<file path="config.mk">
export PLATFORM = sky130hd
export DESIGN_NAME = kbd_char_fifo
export DESIGN_NICKNAME = d
export VERILOG_FILES = /design/src/rtl/kbd_pkg.sv /design/src/rtl/kbd_fifo.sv /design/src/rtl/kbd_char_fifo.sv
export SDC_FILE = /design/constraint.sdc
export NUM_CORES = 1
export LEC_CHECK = 0
export CAP_MARGIN = 25
export CORE_MARGIN = 2
export CORE_UTILIZATION = 28
export DETAILED_ROUTE_END_ITERATION = 7
export SLEW_MARGIN = 20
export SYNTH_ARGS = -nofsm -noshare
export SYNTH_HDL_FRONTEND = slang
export SYNTH_HIERARCHICAL = 1
export SYNTH_SLANG_ARGS = --single-unit
</file>
<file path="constraint.sdc">
create_clock -name clk -period 4 [get_ports clk]
set_input_delay 0.8 -clock clk [delete_from_list [all_inputs] [get_ports clk]]
set_output_delay 0.8 -clock clk [all_outputs]
set_load 0.005 [all_outputs]
</file>
<file path="src/rtl/kbd_pkg.sv">
// rtl/kbd_pkg.sv - shared types and constants for the keyboard character FIFO
package kbd_pkg;

    // Auto-repeat FSM states
    typedef enum logic [1:0] {
        IDLE   = 2'd0,
        DELAY  = 2'd1,
        REPEAT = 2'd2
    } rpt_state_t;

    // Default typematic timing at 50 MHz: 500 ms initial delay, 50 ms period
    localparam int KBD_REPEAT_DELAY_DEF  = 25_000_000;
    localparam int KBD_REPEAT_PERIOD_DEF = 2_500_000;

    // Decoder output value meaning "no key held"
    localparam logic [7:0] KBD_NO_KEY = 8'h00;

endpackage

</file>
<file path="src/rtl/kbd_fifo.sv">
// rtl/kbd_fifo.sv - synchronous first-word fall-through FIFO with occupancy count
module kbd_fifo #(
    parameter int DEPTH = 16,
    parameter int W     = 8
) (
    input  logic                   clk,
    input  logic                   rst,
    input  logic                   i_push,
    input  logic [W-1:0]           i_push_data,
    input  logic                   i_pop,
    output logic [W-1:0]           o_rd_data,
    output logic                   o_empty,
    output logic                   o_full,
    output logic [$clog2(DEPTH):0] o_count
);

    localparam int AW = $clog2(DEPTH);

    logic [W-1:0]  r_mem [DEPTH];
    logic [AW-1:0] r_wr_ptr;
    logic [AW-1:0] r_rd_ptr;
    logic [AW:0]   r_count;
    logic          w_empty;
    logic          w_full;
    logic          w_do_pop;
    logic          w_do_push;

    assign w_empty   = (r_count == '0);
    assign w_full    = (r_count == (AW+1)'(DEPTH));
    // A pop on empty is ignored; a push on full is only accepted when a pop frees a slot
    assign w_do_pop  = i_pop && !w_empty;
    assign w_do_push = i_push && (!w_full || w_do_pop);

    // Storage write; contents need no reset because the head is masked while empty
    always_ff @(posedge clk) begin
        if (w_do_push) begin
            r_mem[r_wr_ptr] <= i_push_data;
        end
    end

    // Pointers wrap naturally; count disambiguates full from empty
    always_ff @(posedge clk) begin
        if (rst) begin
            r_wr_ptr <= '0;
            r_rd_ptr <= '0;
            r_count  <= '0;
        end else begin
            if (w_do_push) begin
                r_wr_ptr <= r_wr_ptr + AW'(1);
            end
            if (w_do_pop) begin
                r_rd_ptr <= r_rd_ptr + AW'(1);
            end
            if (w_do_push && !w_do_pop) begin
                r_count <= r_count + (AW+1)'(1);
            end else if (w_do_pop && !w_do_push) begin
                r_count <= r_count - (AW+1)'(1);
            end
        end
    end

    assign o_rd_data = w_empty ? '0 : r_mem[r_rd_ptr];
    assign o_empty   = w_empty;
    assign o_full    = w_full;
    assign o_count   = r_count;

endmodule

</file>
<file path="src/rtl/kbd_char_fifo.sv">
// rtl/kbd_char_fifo.sv - key press / auto-repeat event generator feeding a character FIFO (option: KBD_REPEAT_EN)
module kbd_char_fifo
    import kbd_pkg::*;
#(
    parameter int DEPTH         = 16,
    parameter int REPEAT_DELAY  = KBD_REPEAT_DELAY_DEF,
    parameter int REPEAT_PERIOD = KBD_REPEAT_PERIOD_DEF
) (
    input  logic                   clk,
    input  logic                   rst,
    input  logic [7:0]             ascii_key,
    input  logic                   rd_en,
    input  logic                   clr_ovf,
    output logic [7:0]             rd_data,
    output logic                   empty,
    output logic                   full,
    output logic [$clog2(DEPTH):0] count,
    output logic                   overflow
);

    logic [7:0] r_last_key;
    logic       r_overflow;
    logic       w_press;
    logic       w_release;
    logic       w_rpt_push;
    logic       w_push;
    logic [7:0] w_push_data;
    logic       w_full;
    logic       w_set_ovf;

    // A press is any change to a non-zero key, including a direct key-to-key change
    assign w_press   = (ascii_key != KBD_NO_KEY) && (ascii_key != r_last_key);
    assign w_release = (ascii_key == KBD_NO_KEY);

    // Previous-cycle key for edge detection
    always_ff @(posedge clk) begin
        if (rst) begin
            r_last_key <= KBD_NO_KEY;
        end else begin
            r_last_key <= ascii_key;
        end
    end

`ifdef KBD_REPEAT_EN
    localparam int RPT_MAX = (REPEAT_DELAY > REPEAT_PERIOD) ? REPEAT_DELAY : REPEAT_PERIOD;
    localparam int CW      = $clog2(RPT_MAX);

    rpt_state_t    r_state;
    logic [CW-1:0] r_rpt_cnt;
    logic          w_delay_done;
    logic          w_period_done;

    assign w_delay_done  = (r_state == DELAY)  && (r_rpt_cnt == CW'(REPEAT_DELAY - 1));
    assign w_period_done = (r_state == REPEAT) && (r_rpt_cnt == CW'(REPEAT_PERIOD - 1));

    // Typematic FSM: release and press override whatever the counter is doing
    always_ff @(posedge clk) begin
        if (rst) begin
            r_state   <= IDLE;
            r_rpt_cnt <= '0;
        end else if (w_release) begin
            r_state   <= IDLE;
            r_rpt_cnt <= '0;
        end else if (w_press) begin
            r_state   <= DELAY;
            r_rpt_cnt <= '0;
        end else begin
            case (r_state)
                DELAY: begin
                    if (w_delay_done) begin
                        r_state   <= REPEAT;
                        r_rpt_cnt <= '0;
                    end else begin
                        r_rpt_cnt <= r_rpt_cnt + CW'(1);
                    end
                end
                REPEAT: begin
                    if (w_period_done) begin
                        r_rpt_cnt <= '0;
                    end else begin
                        r_rpt_cnt <= r_rpt_cnt + CW'(1);
                    end
                end
                default: begin
                    r_state   <= IDLE;
                    r_rpt_cnt <= '0;
                end
            endcase
        end
    end

    // Press wins over a repeat landing in the same cycle; a release suppresses it
    assign w_rpt_push = !w_release && !w_press && (w_delay_done || w_period_done);
`else
    logic w_unused_rpt;

    assign w_rpt_push   = 1'b0;
    assign w_unused_rpt = (REPEAT_DELAY != REPEAT_PERIOD);
`endif

    assign w_push      = w_press || w_rpt_push;
    assign w_push_data = w_press ? ascii_key : r_last_key;

    // Only a dropped press is reported; a pop in the same cycle makes room, so nothing drops
    assign w_set_ovf = w_press && w_full && !rd_en;

    // Sticky overflow flag; setting takes precedence over clearing
    always_ff @(posedge clk) begin
        if (rst) begin
            r_overflow <= 1'b0;
        end else if (w_set_ovf) begin
            r_overflow <= 1'b1;
        end else if (clr_ovf) begin
            r_overflow <= 1'b0;
        end
    end

    kbd_fifo #(
        .DEPTH (DEPTH),
        .W     (8)
    ) u_fifo (
        .clk         (clk),
        .rst         (rst),
        .i_push      (w_push),
        .i_push_data (w_push_data),
        .i_pop       (rd_en),
        .o_rd_data   (rd_data),
        .o_empty     (empty),
        .o_full      (w_full),
        .o_count     (count)
    );

    assign full     = w_full;
    assign overflow = r_overflow;

endmodule
</file>
# After elaboration in Yosys (flattened, before gate mapping)
# Memory sizes are Yosys's and may differ from the RTL's. A register that Yosys moved wholly into a read port is not among the register bits.
# Index checks and enable logic that the tools add are counted.
# Widths: inputs -> output; s select.
dict set report op_classes {
  n_addsub 4
  multipliers 0
  n_div 0
  magnitude_cmp 0
  n_eq_ne 2
  n_shift 0
  n_mux 10
  n_bitwise 0
  n_reduce_logical 17
}
# op n
set op_table {}
lappend op_table {{$mux 8} 2}
lappend op_table {{$mux 5} 2}
lappend op_table {{$add 4x1->4 const B} 2}
lappend op_table {{$mux 4} 2}
lappend op_table {{$ne 8x8->1} 1}
lappend op_table {{$reduce_bool 8->1} 1}
lappend op_table {{$logic_and 1x1->1} 7}
lappend op_table {{$add 5x1->5 const B} 1}
lappend op_table {{$eq 5x5->1 const B} 1}
lappend op_table {{$logic_not 1->1} 5}
lappend op_table {{$logic_not 5->1} 1}
lappend op_table {{$sub 5x1->5 const B} 1}
lappend op_table {{$mux 1} 4}
lappend op_table {{$reduce_bool 2->1} 2}
lappend op_table {{$logic_or 1x1->1} 1}
dict set report word_totals {
  regBits 22
  latch_bits 0
  ram_bits 128
  rom_bits 0
  inputBits 12
  output_inout_bits 16
  wordCells 39
  memories 1
}
# name words word_bits read_ports rd_clocked_by_memory_dff wr line
set memory_table {}
lappend memory_table {u_fifo.r_mem 16 8 1 1 1 kbd_fifo.sv:19} ;# logic [W-1:0] r_mem [DEPTH];

# Depth between registers and ports, before layout
dict set report depth {
  ltp_word 9
  depth_mapped 13
  ltp_nobuf 12
}

# Modules after synthesis
# Netlist, hierarchy kept.
# mod instances cells_per_inst area_per_inst_um2
set by_module_without_submodules {}
lappend by_module_without_submodules {kbd_fifo 1 317 5893.2}
lappend by_module_without_submodules {kbd_char_fifo 1 45 466.7}

# Least setup slack after synthesis
# Ideal clock, no wire load.
dict set report synth_timing {
  path_type {input-to-reg}
  from {input ascii_key[6]}
  to {register u_fifo.r_count[4] (netlist: u_fifo/o_count[4])}
  setup_time_ns 0.121
  t_arrival_ns 3.176
  required_ns 3.879
  slack_ns 0.703
  path_stages 13
  n_path_buf 1
  cell_sequence {xor2_1 > nor4_1 > a21bo_1 > buf_6 > inv_1 > a21boi_2 > ha_1 > inv_1 > ha_1 > a21oi_1 > a211oi_1 > a31oi_1 > mux2_2}
}
dict set report synth_via {
  elab_chain_len 6
  elab_cells_between_ends 9
  classes_between {eq/ne (1); mux (1); reduce/logical (7)}
}
# element line
set synth_rtl {}
lappend synth_rtl {{from (decl)} kbd_char_fifo.sv:11} ;# input logic [7:0] ascii_key,
lappend synth_rtl {{$ne 8x8->1 or $reduce_bool 8->1 (tied branches)} kbd_char_fifo.sv:32} ;# assign w_press = (ascii_key != KBD_NO_KEY) && (ascii_key != r_last_key);
lappend synth_rtl {{$logic_and 1x1->1 (*)} kbd_char_fifo.sv:32}
lappend synth_rtl {{net w_press} kbd_char_fifo.sv:23} ;# logic w_press;
lappend synth_rtl {{$logic_and 1x1->1 (*)} kbd_fifo.sv:32} ;# assign w_do_push = i_push && (!w_full || w_do_pop);
lappend synth_rtl {{net u_fifo.w_do_push} kbd_fifo.sv:26} ;# logic w_do_push;
lappend synth_rtl {{$logic_not 1->1} kbd_fifo.sv:56} ;# end else if (w_do_pop && !w_do_push) begin
lappend synth_rtl {{$logic_and 1x1->1} kbd_fifo.sv:56}
lappend synth_rtl {{$reduce_bool 2->1 (no line)} --}
lappend synth_rtl {{to (signal assigned)} kbd_fifo.sv:55} ;# r_count <= r_count + (AW+1)'(1);
lappend synth_rtl {{to (signal assigned)} kbd_fifo.sv:57} ;# r_count <= r_count - (AW+1)'(1);
lappend synth_rtl {{to (decl)} kbd_fifo.sv:22} ;# logic [AW:0] r_count;
# The timed path passes the listed nets; every way through them passes the cells marked *.
# A chain may end at the register's enable or synchronous reset.

==> results.cfg <==
[run_status]
run_status = finished, final reports clean

[clock_tree]
clock-root-buffer = clkbuf_16
maximum_level_of_the_cts_h_tree = 4
post-cts-setup-buffers = 0
cts_num_sinks = 154
post_cts_resized = 0
cts-buffers-inserted = 17
cts-root-to-sink-buffers = 2
cts_tree = done
cts_hold_repair.buffers = 0
worst_skew_pair.late_latency_ps = 420
clk_pin_slew_ps = 60

[sta]
worst_slew_pin_tran_ps = 965.3
hold_violations = 0
time_the_final_worst_path_needs_with_i_o_delays_and_setup_ps = 3633
fmax_mhz = 275.3
fin_worst_skew_ps = 7.221
final_max_slew_viols = 0
fin_tns_setup_ps = 0
setup_repair_after_global_routing_missed_its_margin = no
share_of_the_cycle_needed_by_the_critical_path_after_routing_pct = 90.83
timing.final.setup_violations = 0
slew-limit-headroom_pct = 35.45

[floorplanning]
floorplan.die.height_um = 154.7
initial_core_util_pct = 28.35
die-width_um = 154.7
die-area_mm2 = 0.02394
coreArea_mm2 = 0.02243
std_cell_rows = 55
num_io_pins = 28

[synthesis]
synth-seq-cells = 154
async_reset_ff_share_pct = 0
synth-adder-area-share_pct = 2.085
synth.mux.area_fraction_pct = 15.01
largest_family_of_logic_cells_by_synthesized_area = multiplexers
part_of_the_yosys_area_used_for_sequential_elements_pct = 68.62
fraction_of_the_mapped_netlist_area_in_simple_logic_gates_pct = 6.040
synth_area_per_cell_um2 = 17.57
synth_edf_count = 128
dominantRegCellSynth = edfxtp_1
synth_compound_area_share_pct = 3.640
warnings_from_yosys = 6
synth.cell_area_mm2 = 0.006360
synthDistinctLibCells = 42
synthesized_netlist_cell_count = 362
synth_xor_xnor_area_share_pct = 2.203
syn_nets = 384

[layout]
number_of_non_filler_instances_in_the_completed_layout = 704
total_nets_final = 428
fillers = 2123
layout-drive-gt1-share_pct = 20.05
most-common-layout-cells = 128 x edfxtp_1, 28 x nor2_1, 27 x clkdlybuf4s50_1, 26 x dfxtp_1, 23 x mux4_2
area_delta_synth_final_pct = 19.38
layout_commonest_cell = edfxtp_1
post-route-util_pct = 33.84
antenna_cells = 0

[detailed_routing]
via_count = 3244
post_drt_via_cell_ratio = 4.608
remaining_drc_errors = 0
total_wire_length_after_detailed_routing_um = 12640
antenna_left = 0
avgRoutedWirePerCell_um = 17.95
dr.pass1.iters = 4
drtIter0Drc = 198

[placement]
io_buffer_count = 27
post-dp-hpwl_um = 8203
post-place-cells = 671
gp_congestion = 0.7485

[critical_path]
stage_delay_of_the_slowest_cell_on_the_critical_path_ps = 620
path_delay_family = buffers and inverters
worst_path_most_repeated_cell = a211oi_1
cpMaxStageDelayCell = mux4_1
worstSetupStartpointType = flop
criticalPathCategory = reg2out
cp-end-kind = primary output
critical_path_peak_fanout = 21
critPathBufInv = 2
arrival_ps = 2830
crit_chain = buf_4 > mux4_1 > nor2b_1 > a211oi_1 > a211oi_1 > clkdlybuf4s50_1
req_time_crit_path_ps = 3200
setup.reg_to_reg.worst_slack_ps = 1150

[pwr]
finalPower_mw = 4.691
static-leakage-power_nw = 2.481
power.ir.vdd_worst_uv = 282.3
power_density_mw_per_mm2 = 617.9

[global_route]
grt_antenna_before_repair = 0
globalRouteTotalUtil_pct = 11.18
grt_overflow = 0
wire_length_of_the_first_global_routing_pass_um = 19620
grt_pass1_vias = 3444
grt_max_degree = 33

[min_path]
hp-class = reg2reg

[run]
cap_violations = 0
==> synth_stat cells, drive strengths merged, types with 2 or more instances <==
master | count | area [um2]
a211oi | 17 | 127.6
a21o | 2 | 15.01
a21oi | 4 | 20.02
buf | 14 | 111.4
clkbuf | 6 | 22.52
dfxtp | 26 | 520.5
edfxtp | 128 | 3844
ha | 9 | 112.6
inv | 5 | 18.77
mux2 | 8 | 90.09
mux2i | 11 | 110.1
mux4 | 32 | 754.5
nand2 | 8 | 30.03
nand2b | 2 | 12.51
nor2 | 29 | 111.4
nor2b | 18 | 112.6
nor3 | 4 | 20.02
nor4 | 6 | 37.54
o211ai | 2 | 15.01
xnor2 | 3 | 26.28
xor2 | 13 | 113.9
==> sequential cells by signal, indices dropped and copies added (netlist names), named ones only <==
name,cells
u_fifo/r_mem,128
r_last_key,8
u_fifo/o_count,5
u_fifo/r_rd_ptr,4
u_fifo/r_wr_ptr,4
overflow,1
==> worst min-delay path, cell delays in order, from the launching register on <==
cell and delay, ps:
dfxtp_1 310, inv_1 50, o32ai_1 70
==> area by class of cell <==
type	count	area [um2]	area share [%]
sequential	154	4364	57.48
inverter	5	18.77	0.2472
multi-input combinational	183	1848	24.34
tap	285	356.6	4.697
clock buffer	19	432.9	5.702
clock inverter	13	166.4	2.192
timing repair buffer	45	405.4	5.339
==> report_power, final <==
part / internal (mW) / leakage (nW) / switching, mW
registers: 1.88 / 1.38 / 0.0749
logic: 0.560 / 0.824 / 0.548
clock network: 0.988 / 0.280 / 0.643
total: 3.42 / 2.48 / 1.27
==> logic make-up (layout without fill, tap and decap cells) <==
group | count (synthesis) | in the layout
AO/OA/AOI/OAI | 31 | 31
XOR/XNOR | 16 | 16
adder cells (fa/ha/maj) | 10 | 10
buffers and inverters | 25 | 82
flip-flops | 154 | 154
multiplexers | 51 | 51
AND/OR/NAND/NOR | 75 | 75
==> path summary, 6_finish.rpt <==
path,start,end,depth (start not counted)
min,overflow,overflow,2
max,flop,rd_data[1],6
max reg2reg,r_last_key[7],u_fifo/o_count[4],12
min reg2reg,overflow,overflow,2
==> metal layers <==
| layer | part of all wire [%] | wire, um | vias up | track usage (%) |
|---|---|---|---|---|
| met5 | 0 | 0 | - | 0 |
| met4 | 0.79 | 100 | 0 | 3.792 |
| met3 | 3.3 | 418 | 8 | 3.306 |
| met2 | 50 | 6304 | 57 | 18.64 |
| met1 | 46 | 5814 | 1663 | 13.93 |
| li1 | - | - | 1516 | - |
==> metrics by stage <==
stage          cell area, um2  hold slack [ps]  setup slack [ps]
5_1_grt                  7592            514.2             200.5
4_1_cts                  7585            489.0             265.6
2_1_floorplan            6360            468.3             703.0
3_3_place_gp             6980            463.2             170.6
6_report                 7592            484.0             367.0
3_5_place_dp             6985            478.6             106.6
(Power assumes the default switching activity.)
